### config.mk
export PLATFORM = sky130hd
export DESIGN_NAME = crc16_engine_arbiter
export DESIGN_NICKNAME = d
export VERILOG_FILES = /design/src/rtl/crc16_pkg.sv /design/src/rtl/crc16_arb_wdog.sv /design/src/rtl/crc16_engine_arbiter.sv
export SDC_FILE = /design/constraint.sdc
export NUM_CORES = 1
export LEC_CHECK = 0
export BUFFER_PORTS_ARGS = -buffer_cell sky130_fd_sc_hd__buf_4
export CORE_ASPECT_RATIO = 1.1
export CORE_MARGIN = 3
export CORE_UTILIZATION = 39
export CTS_CLUSTER_DIAMETER = 30
export DETAILED_ROUTE_END_ITERATION = 8
export HOLD_SLACK_MARGIN = 0.08
export PLACE_DENSITY_LB_ADDON = 0.12
export SLEW_MARGIN = 20
export SYNTH_ARGS = -nofsm -noshare
export SYNTH_HDL_FRONTEND = slang
export SYNTH_HIERARCHICAL = 1
export SYNTH_SLANG_ARGS = --single-unit
### constraint.sdc
create_clock -name clk -period 4.5 [get_ports clk]
set_input_delay 0.675 -clock clk [delete_from_list [all_inputs] [get_ports clk]]
set_output_delay 0.675 -clock clk [all_outputs]
set_load 0.005 [all_outputs]
### src/rtl/crc16_pkg.sv
// Shared constants for the CRC16 engine arbiter: data widths, engine init value
// and the arbiter FSM state encoding.
package crc16_pkg;

  localparam int BYTE_W  = 8;
  localparam int CRC_W   = 16;
  localparam int STATE_W = 3;

  localparam logic [CRC_W-1:0] CRC16_INIT = 16'hFFFF;

  localparam logic [STATE_W-1:0] S_IDLE   = 3'd0;
  localparam logic [STATE_W-1:0] S_WAIT   = 3'd1;
  localparam logic [STATE_W-1:0] S_INIT   = 3'd2;
  localparam logic [STATE_W-1:0] S_STREAM = 3'd3;
  localparam logic [STATE_W-1:0] S_FIN    = 3'd4;
  localparam logic [STATE_W-1:0] S_DONE   = 3'd5;
  localparam logic [STATE_W-1:0] S_ABORT  = 3'd6;

endpackage

### src/rtl/crc16_arb_wdog.sv
// Seal watchdog: counts enabled cycles since the last clear and flags the
// cycle on which the count reaches TIMEOUT. TIMEOUT = 0 disables it.
module crc16_arb_wdog #(
  parameter int TIMEOUT = 256,
  parameter int TMO_W   = 9
) (
  input  logic clk,
  input  logic rst,
  input  logic clr_i,
  input  logic en_i,
  output logic expire_o
);

  logic [TMO_W-1:0] cnt_q;
  logic [TMO_W-1:0] cnt_d;
  logic             at_limit;

  assign at_limit = (cnt_q == TMO_W'(TIMEOUT - 1));
  assign expire_o = (TIMEOUT != 0) && en_i && at_limit;

  always_comb begin
    cnt_d = cnt_q;
    if (clr_i) begin
      cnt_d = '0;
    end else if (en_i && !at_limit) begin
      cnt_d = cnt_q + TMO_W'(1);
    end
  end

  always_ff @(posedge clk or posedge rst) begin
    if (rst) begin
      cnt_q <= '0;
    end else begin
      cnt_q <= cnt_d;
    end
  end

endmodule

### src/rtl/crc16_engine_arbiter.sv
// Shares one crc16_engine between the CPU MMIO path (default owner, combinational
// pass-through) and the seal unit (exclusive ownership sequenced by an FSM).
module crc16_engine_arbiter
  import crc16_pkg::*;
#(
  parameter int SEAL_TIMEOUT = 256,
  parameter int TMO_W        = 9
) (
  input  logic               clk,
  input  logic               rst,
  input  logic               cpu_init,
  input  logic [BYTE_W-1:0]  cpu_data,
  input  logic               cpu_data_valid,
  output logic [CRC_W-1:0]   cpu_crc,
  output logic               cpu_busy,
  output logic               cpu_ctx_lost,
  input  logic               seal_req,
  input  logic [BYTE_W-1:0]  seal_data,
  input  logic               seal_valid,
  input  logic               seal_last,
  output logic               seal_ready,
  output logic               seal_gnt,
  output logic [CRC_W-1:0]   seal_crc,
  output logic               seal_done,
  output logic               seal_err,
  output logic               eng_init,
  output logic [BYTE_W-1:0]  eng_data,
  output logic               eng_data_valid,
  input  logic [CRC_W-1:0]   eng_crc,
  input  logic               eng_busy,
  output logic [STATE_W-1:0] dbg_state_o
);

  // Seal handshake: a byte moves when seal_valid & seal_ready are both high on a
  // rising clk edge. seal_ready never depends on seal_valid, and an unaccepted
  // byte must be held stable by the seal unit until it is taken.

  logic [STATE_W-1:0] state_q, state_d;
  logic               guard_q, guard_d;
  logic [CRC_W-1:0]   shadow_q, shadow_d;
  logic               seal_dv_q, seal_dv_d;
  logic [BYTE_W-1:0]  seal_data_q, seal_data_d;
  logic [CRC_W-1:0]   seal_crc_q, seal_crc_d;
  logic               seal_done_q, seal_done_d;
  logic               seal_err_q, seal_err_d;
  logic               ctx_lost_q, ctx_lost_d;

  logic is_idle;
  logic eng_free;
  logic hs;
  logic wd_en;
  logic wd_clr;
  logic wd_expire;

  assign is_idle  = (state_q == S_IDLE);
  // guard bridges the cycle between a data pulse and the engine raising busy
  assign eng_free = !eng_busy && !guard_q;

  assign seal_ready = (state_q == S_STREAM) && eng_free;
  assign hs         = seal_valid && seal_ready;

  assign wd_en  = (state_q == S_STREAM) && !seal_valid;
  assign wd_clr = (state_q != S_STREAM) || hs;

  crc16_arb_wdog #(
    .TIMEOUT (SEAL_TIMEOUT),
    .TMO_W   (TMO_W)
  ) u_wdog (
    .clk      (clk),
    .rst      (rst),
    .clr_i    (wd_clr),
    .en_i     (wd_en),
    .expire_o (wd_expire)
  );

  always_comb begin
    state_d = state_q;
    case (state_q)
      S_IDLE:   if (seal_req) state_d = S_WAIT;
      S_WAIT: begin
        if (!seal_req)     state_d = S_IDLE;
        else if (eng_free) state_d = S_INIT;
      end
      S_INIT:   state_d = S_STREAM;
      S_STREAM: begin
        if (!seal_req || wd_expire) state_d = S_ABORT;
        else if (hs && seal_last)   state_d = S_FIN;
      end
      S_FIN:    if (eng_free) state_d = S_DONE;
      S_DONE:   if (!seal_req) state_d = S_IDLE;
      S_ABORT:  if (eng_free) state_d = S_IDLE;
      default:  state_d = S_IDLE;
    endcase
  end

  // CPU bytes issued in IDLE also arm the guard so S_WAIT cannot init too early.
  assign guard_d     = hs || (is_idle && cpu_data_valid);
  assign shadow_d    = (is_idle && seal_req) ? eng_crc : shadow_q;
  assign seal_dv_d   = hs;
  assign seal_data_d = hs ? seal_data : seal_data_q;
  assign seal_done_d = (state_q == S_FIN) && eng_free;
  assign seal_crc_d  = seal_done_d ? eng_crc : seal_crc_q;
  assign seal_err_d  = wd_expire;

  always_comb begin
    ctx_lost_d = ctx_lost_q;
    if (state_q == S_INIT)        ctx_lost_d = 1'b1;
    else if (is_idle && cpu_init) ctx_lost_d = 1'b0;
  end

  always_ff @(posedge clk or posedge rst) begin
    if (rst) begin
      state_q     <= S_IDLE;
      guard_q     <= 1'b0;
      shadow_q    <= CRC16_INIT;
      seal_dv_q   <= 1'b0;
      seal_data_q <= '0;
      seal_crc_q  <= '0;
      seal_done_q <= 1'b0;
      seal_err_q  <= 1'b0;
      ctx_lost_q  <= 1'b0;
    end else begin
      state_q     <= state_d;
      guard_q     <= guard_d;
      shadow_q    <= shadow_d;
      seal_dv_q   <= seal_dv_d;
      seal_data_q <= seal_data_d;
      seal_crc_q  <= seal_crc_d;
      seal_done_q <= seal_done_d;
      seal_err_q  <= seal_err_d;
      ctx_lost_q  <= ctx_lost_d;
    end
  end

  assign eng_init       = is_idle ? cpu_init       : (state_q == S_INIT);
  assign eng_data       = is_idle ? cpu_data       : seal_data_q;
  assign eng_data_valid = is_idle ? cpu_data_valid : seal_dv_q;

  assign cpu_crc      = is_idle ? eng_crc  : shadow_q;
  assign cpu_busy     = is_idle ? eng_busy : 1'b1;
  assign cpu_ctx_lost = ctx_lost_q;

  assign seal_gnt  = (state_q == S_INIT) || (state_q == S_STREAM) ||
                     (state_q == S_FIN)  || (state_q == S_DONE);
  assign seal_crc  = seal_crc_q;
  assign seal_done = seal_done_q;
  assign seal_err  = seal_err_q;

  assign dbg_state_o = state_q;

endmodule

Word-level counts from Yosys, hierarchy flattened. Index checks and enable logic that the tools add are counted.

Reduce and logical (&&, ||, !) cells: 26. Muxes and demuxes: 18. Equality and inequality tests: 14. Add/subtract/negate cells: 1.

Operator list (number): 2-to-1 mux 3 bit (8); one-hot mux 3 bit (7 select lines) (1); 2-to-1 mux 9 bit (2); 2-to-1 mux 16 bit (1); logical AND 1 bit (11); adder 9 x 1 -> 9 bit (second input constant) (1); equality test 3 bit (second input constant) (3); equality test 9 x 8 -> 1 bit (second input constant) (1); 2-to-1 mux 8 bit (1); inequality test 2 bit (second input constant) (4); equality test 3 x 2 -> 1 bit (second input constant) (2); logical OR 1 bit (6); inequality test 3 bit (second input constant) (2); AND reduction 6 bit (1); logical NOT 1 bit (5); 2-to-1 mux 1 bit (5); nonzero test 2 bit (2); equality test 3 x 1 -> 1 bit (second input constant) (1); logical NOT 3 bit (1); inequality test 3 x 2 -> 1 bit (second input constant) (1).

Input bits: 40. Output and inout bits: 51. Register bits: 57. Word-level logic and storage cells: 69.

Logic depth before layout (Yosys ltp).
Depth after elaboration: 8. Gate-level depth with buffers: 9. Mapped depth without buffers: 9.

Hierarchy. The synthesis kept the hierarchy.

Modules (own cells, without submodules): crc16_engine_arbiter (area an instance 2306.0 um^2, cells an instance 163, sequential area each 1221.2 um^2, times used 1); crc16_arb_wdog (area an instance 486.7 um^2, cells an instance 49, sequential area each 225.2 um^2, times used 1).

Worst setup path after synthesis. Ideal clock, no wire load.

Kind: flip-flop to output port. From: register state_q[1], in the netlist dbg_state_o[1]. To: output cpu_crc[0]. Stages on the path, launching flop included: 5. Buffers on the path: 2. Path slack: 2.310 ns. Data required time: 3.825 ns. Data arrival time: 1.515 ns. Cell sequence: dfrtp_1 > buf_2 > nor3_4 > buf_2 > mux2_2.

Word-level cells in the longest chain between the ends: 2.

Ends and longest elaborated chain: start: declaration (RTL line crc16_engine_arbiter.sv:38) `logic [STATE_W-1:0] state_q, state_d;`; start signal: assignment (RTL line crc16_engine_arbiter.sv:123) `state_q <= state_d;`; logical NOT 3 bit (RTL line crc16_engine_arbiter.sv:55) `assign is_idle = (state_q == S_IDLE);`; 2-to-1 mux 16 bit (RTL line crc16_engine_arbiter.sv:139) `assign cpu_crc = is_idle ? eng_crc : shadow_q;`; end: declaration (RTL line crc16_engine_arbiter.sv:14) `output logic [CRC_W-1:0] cpu_crc,`.

Every way passes these cells.

Worst setup path after layout.
From: register state_q[0], in the netlist dbg_state_o[0]. To: output cpu_crc[1].

The elaborated chain is that of the path after synthesis.

==> impl_metrics.csv <==
group,metric,value,unit
finish,fin_area,3740,sq um
route,drt-total-wl,5.93,mm
sta,fin_setup_tns,0,ns
clocking,numCtsBuffers,9,
critical_path,setup.worst_path.class,"reg2out",
global_routing,grt_antenna_before_repair,0,
sta,clock-skew-final,0.00905,ns
critical_path,cp_common_cell,"buf_4",
route,postRouteAntennaNets,0,
finish,synthToLayoutAreaGrowth,33.8,%
global_routing,maximum_number_of_pins_on_one_net_before_global_route_repair,49,
synth,netlist.area_leader.share,36.7,%
clocking,cts_max_path_buffers,2,
sta,setup_slack,1.64,ns
synth,postSynth.asyncResetShare,100,%
route,detail_route.first_pass.iterations,4,
route,vias_cell,5.02,
floorplan,design.die.area,8210,sq um
synth,ys_types,47,
route,wire_per_inst,15.1,um
finish,fillCellCount,600,
sta,layout_worst_path_cycle_share,63.5,%
sta,maxClockFrequency,0.350,GHz
synth,yosysTopAreaCell,"dfrtp_1",
clocking,clk-insertion-delay-late,0.33,ns
synth,yosys.cell_count.top_type,"mux2_2",
finish,diodes,0,
sta,worst_pin_slew,0.837,ns
critical_path,worstPathArrival,2.18,ns
finish,total_area_of_multi_input_combinational_cells,1240,sq um
clocking,clkSlewWorstSetupHoldPaths,0.06,ns
place,placed_cell_area,3530,sq um
status,status,"complete, no violations",
critical_path,critPathMaxStageDelay,0.57,ns
place,place_ws,1.93,ns
route,drt-initial-drc-count,98,
pwr,peakVddDrop,313,uV
sta,finalHoldViolations,0,
global_routing,first_pass_grt_wire_length,9.60,mm
critical_path,sort_of_element_at_the_start_of_the_critical_path,"flop",
synth,synth_cells,212,
synth,ys.warnings.count,6,
finish,final_core_utilization,55.4,%
floorplan,die_x,86.7,um
pwr,power_density,664,nW/um^2
hold_path,hp-class,"in2async",
critical_path,critPathMaxFanout,20,
synth,synth.cell_area,2790,sq um
place,final_gp_congestion,0.716,
floorplan,core_box_area,6750,sq um
critical_path,timing.critical_path.to_type,"output pin",
critical_path,critical_path_required,3.83,ns
finish,nets,348,
clocking,tritoncts,"done",
synth,netlist_top_cells_count,"mux2_2 (54), dfrtp_1 (41), dfstp_2 (16)",
floorplan,starting_density_of_the_core,41.4,%
global_routing,grt.total_usage,15.4,%
clocking,postCtsResizedCells,0,
route,detail_route.drc_violations,0,
floorplan,placementRows,31,
place,port_buffers,90,
global_routing,first_global_vias,1960,
finish,layout-drive-gt1-share,63.0,%
floorplan,ios,91,
route,num_vias,1971,
clocking,clock-root-buffer,"clkbuf_8",
sta,post-route-min-period,2.86,ns
clocking,cts.repair_timing.setup_buffer_count,0,
sta,slew_headroom,44.1,%
run,max_cap_viol_count,0,
global_routing,globalRoute.totalOverflow,0,
synth,post_synth.cell_area_avg,13.2,sq um
floorplan,die_h,94.8,um
synth,synth_enable_flop_cells,0,
sta,finalMaxSlewViolations,0,
finish,reg_area,1450,sq um
pwr,p_leak,1.74,nW
sta,setup_viol,0,
synth,synth.top_cells.by_area,"dfrtp_1 (37%), mux2_2 (22%), dfstp_2 (15%)",
critical_path,critical_path.slowest_cell,"dfrtp_1",
clocking,h_tree_lvl_count,3,
place,detailedPlacementHpwl,4.22,mm
synth,synth-seq-cells,57,
synth,synth.yosys.seq_area_share,51.8,%
clocking,clkSinkCount,57,
synth,synthFlopType,"dfrtp_1",
synth,synth_nets,254,
critical_path,critical_path_cell_sequence,"nor3_4 -> buf_4 -> mux2_2 -> buf_4",
clocking,cts_hold_fix_bufs,0,
sta,grt_setup_unrepaired,"false",
pwr,total_power,2.48,mW
state kept, by name, summed over array words and instances (netlist names):
signal / flops
cpu_ctx_lost: 1
dbg_state_o: 3
guard_q: 1
seal_crc: 16
seal_data_q: 8
seal_done: 1
seal_dv_q: 1
seal_err: 1
shadow_q: 16
u_wdog/cnt_q: 9
logic make-up (layout without fill, tap and decap cells):
family                     count (synthesis)  count (layout)  share of synthesized area [%]
adders and majority gates                  2               2                          0.896
xor gates and xnor gates                   3               3                          0.941
buffers and inverters                     19             118                           3.76
and+or+nand+nor                           42              42                           10.1
DFF                                       57              57                           51.8
AOI/OAI and AO/OA                         24              24                           5.15
muxes                                     65              65                           27.4
worst paths after layout:
path | startpoint | end | slack (ns) | cells past startpoint
min | rst | u_wdog/cnt_q[7] | 0.33 | 2
min in group clk | cpu_ctx_lost | cpu_ctx_lost | 0.50 | 1
max reg2reg | u_wdog/cnt_q[0] | dbg_state_o[0] | 2.30 | 9
min reg2reg | cpu_ctx_lost | cpu_ctx_lost | 0.50 | 1
max | dbg_state_o[0] | cpu_crc[1] | 1.64 | 4
max in group asynchronous | rst | seal_crc[14] | 3.49 | 2
cells in the final DEF (no fill, tap or decap), types with 2 or more instances in the layout:
cell and count:
a211oi_1 2, a21oi_1 7, buf_4 93, clkbuf_1 2, clkbuf_8 12, clkinv_2 2, dfrtp_1 41, dfstp_2 16
ha_1 2, inv_1 7, mux2_2 54, mux2_4 9, nand2_1 8, nand2b_1 2, nand3_1 6, nand4b_1 2
nor2_1 7, o21ai_0 8, o31ai_1 2, or3_1 2, or4_1 2, xnor2_1 2
where the power goes:
part           internal [mW]  switching (mW)
Clock                  0.301           0.192
Sequential             0.768           0.154
Combinational          0.694           0.373
Total                   1.76           0.718
area by class of cell:
type | count | share of cell area, %
clock buffer | 14 | 4.62
multi-input combinational | 136 | 33.2
clock inverter | 2 | 0.938
sequential | 57 | 38.7
inverter | 9 | 1.07
timing repair buffer | 93 | 18.7
tap | 82 | 2.75
routing by layer:
| layer | part of all wire (%) | vias to the layer above | GRT usage (%) |
|---|---|---|---|
| met5 | 0 | - | 0 |
| met4 | 1.0 | 0 | 7.79 |
| met3 | 7.2 | 6 | 4.45 |
| met2 | 48 | 62 | 23.9 |
| met1 | 43 | 954 | 19.5 |
| li1 | - | 949 | - |
through the flow:
stage,hold slack [ns],std cells
finish,0.327,393
global route,0.333,393
CTS,0.319,393
detailed placement,0.484,377
global placement,0.488,377
floorplan,0.475,212
worst max-delay path: cells and delay by family, from the launching register on:
family / cells / cell delay [ns]
DFF: 1 / 0.57
buffers and inverters: 2 / 0.49
and+or+nand+nor: 1 / 0.43
muxes: 1 / 0.37
Note: power is estimated with default switching activity, not from simulation.
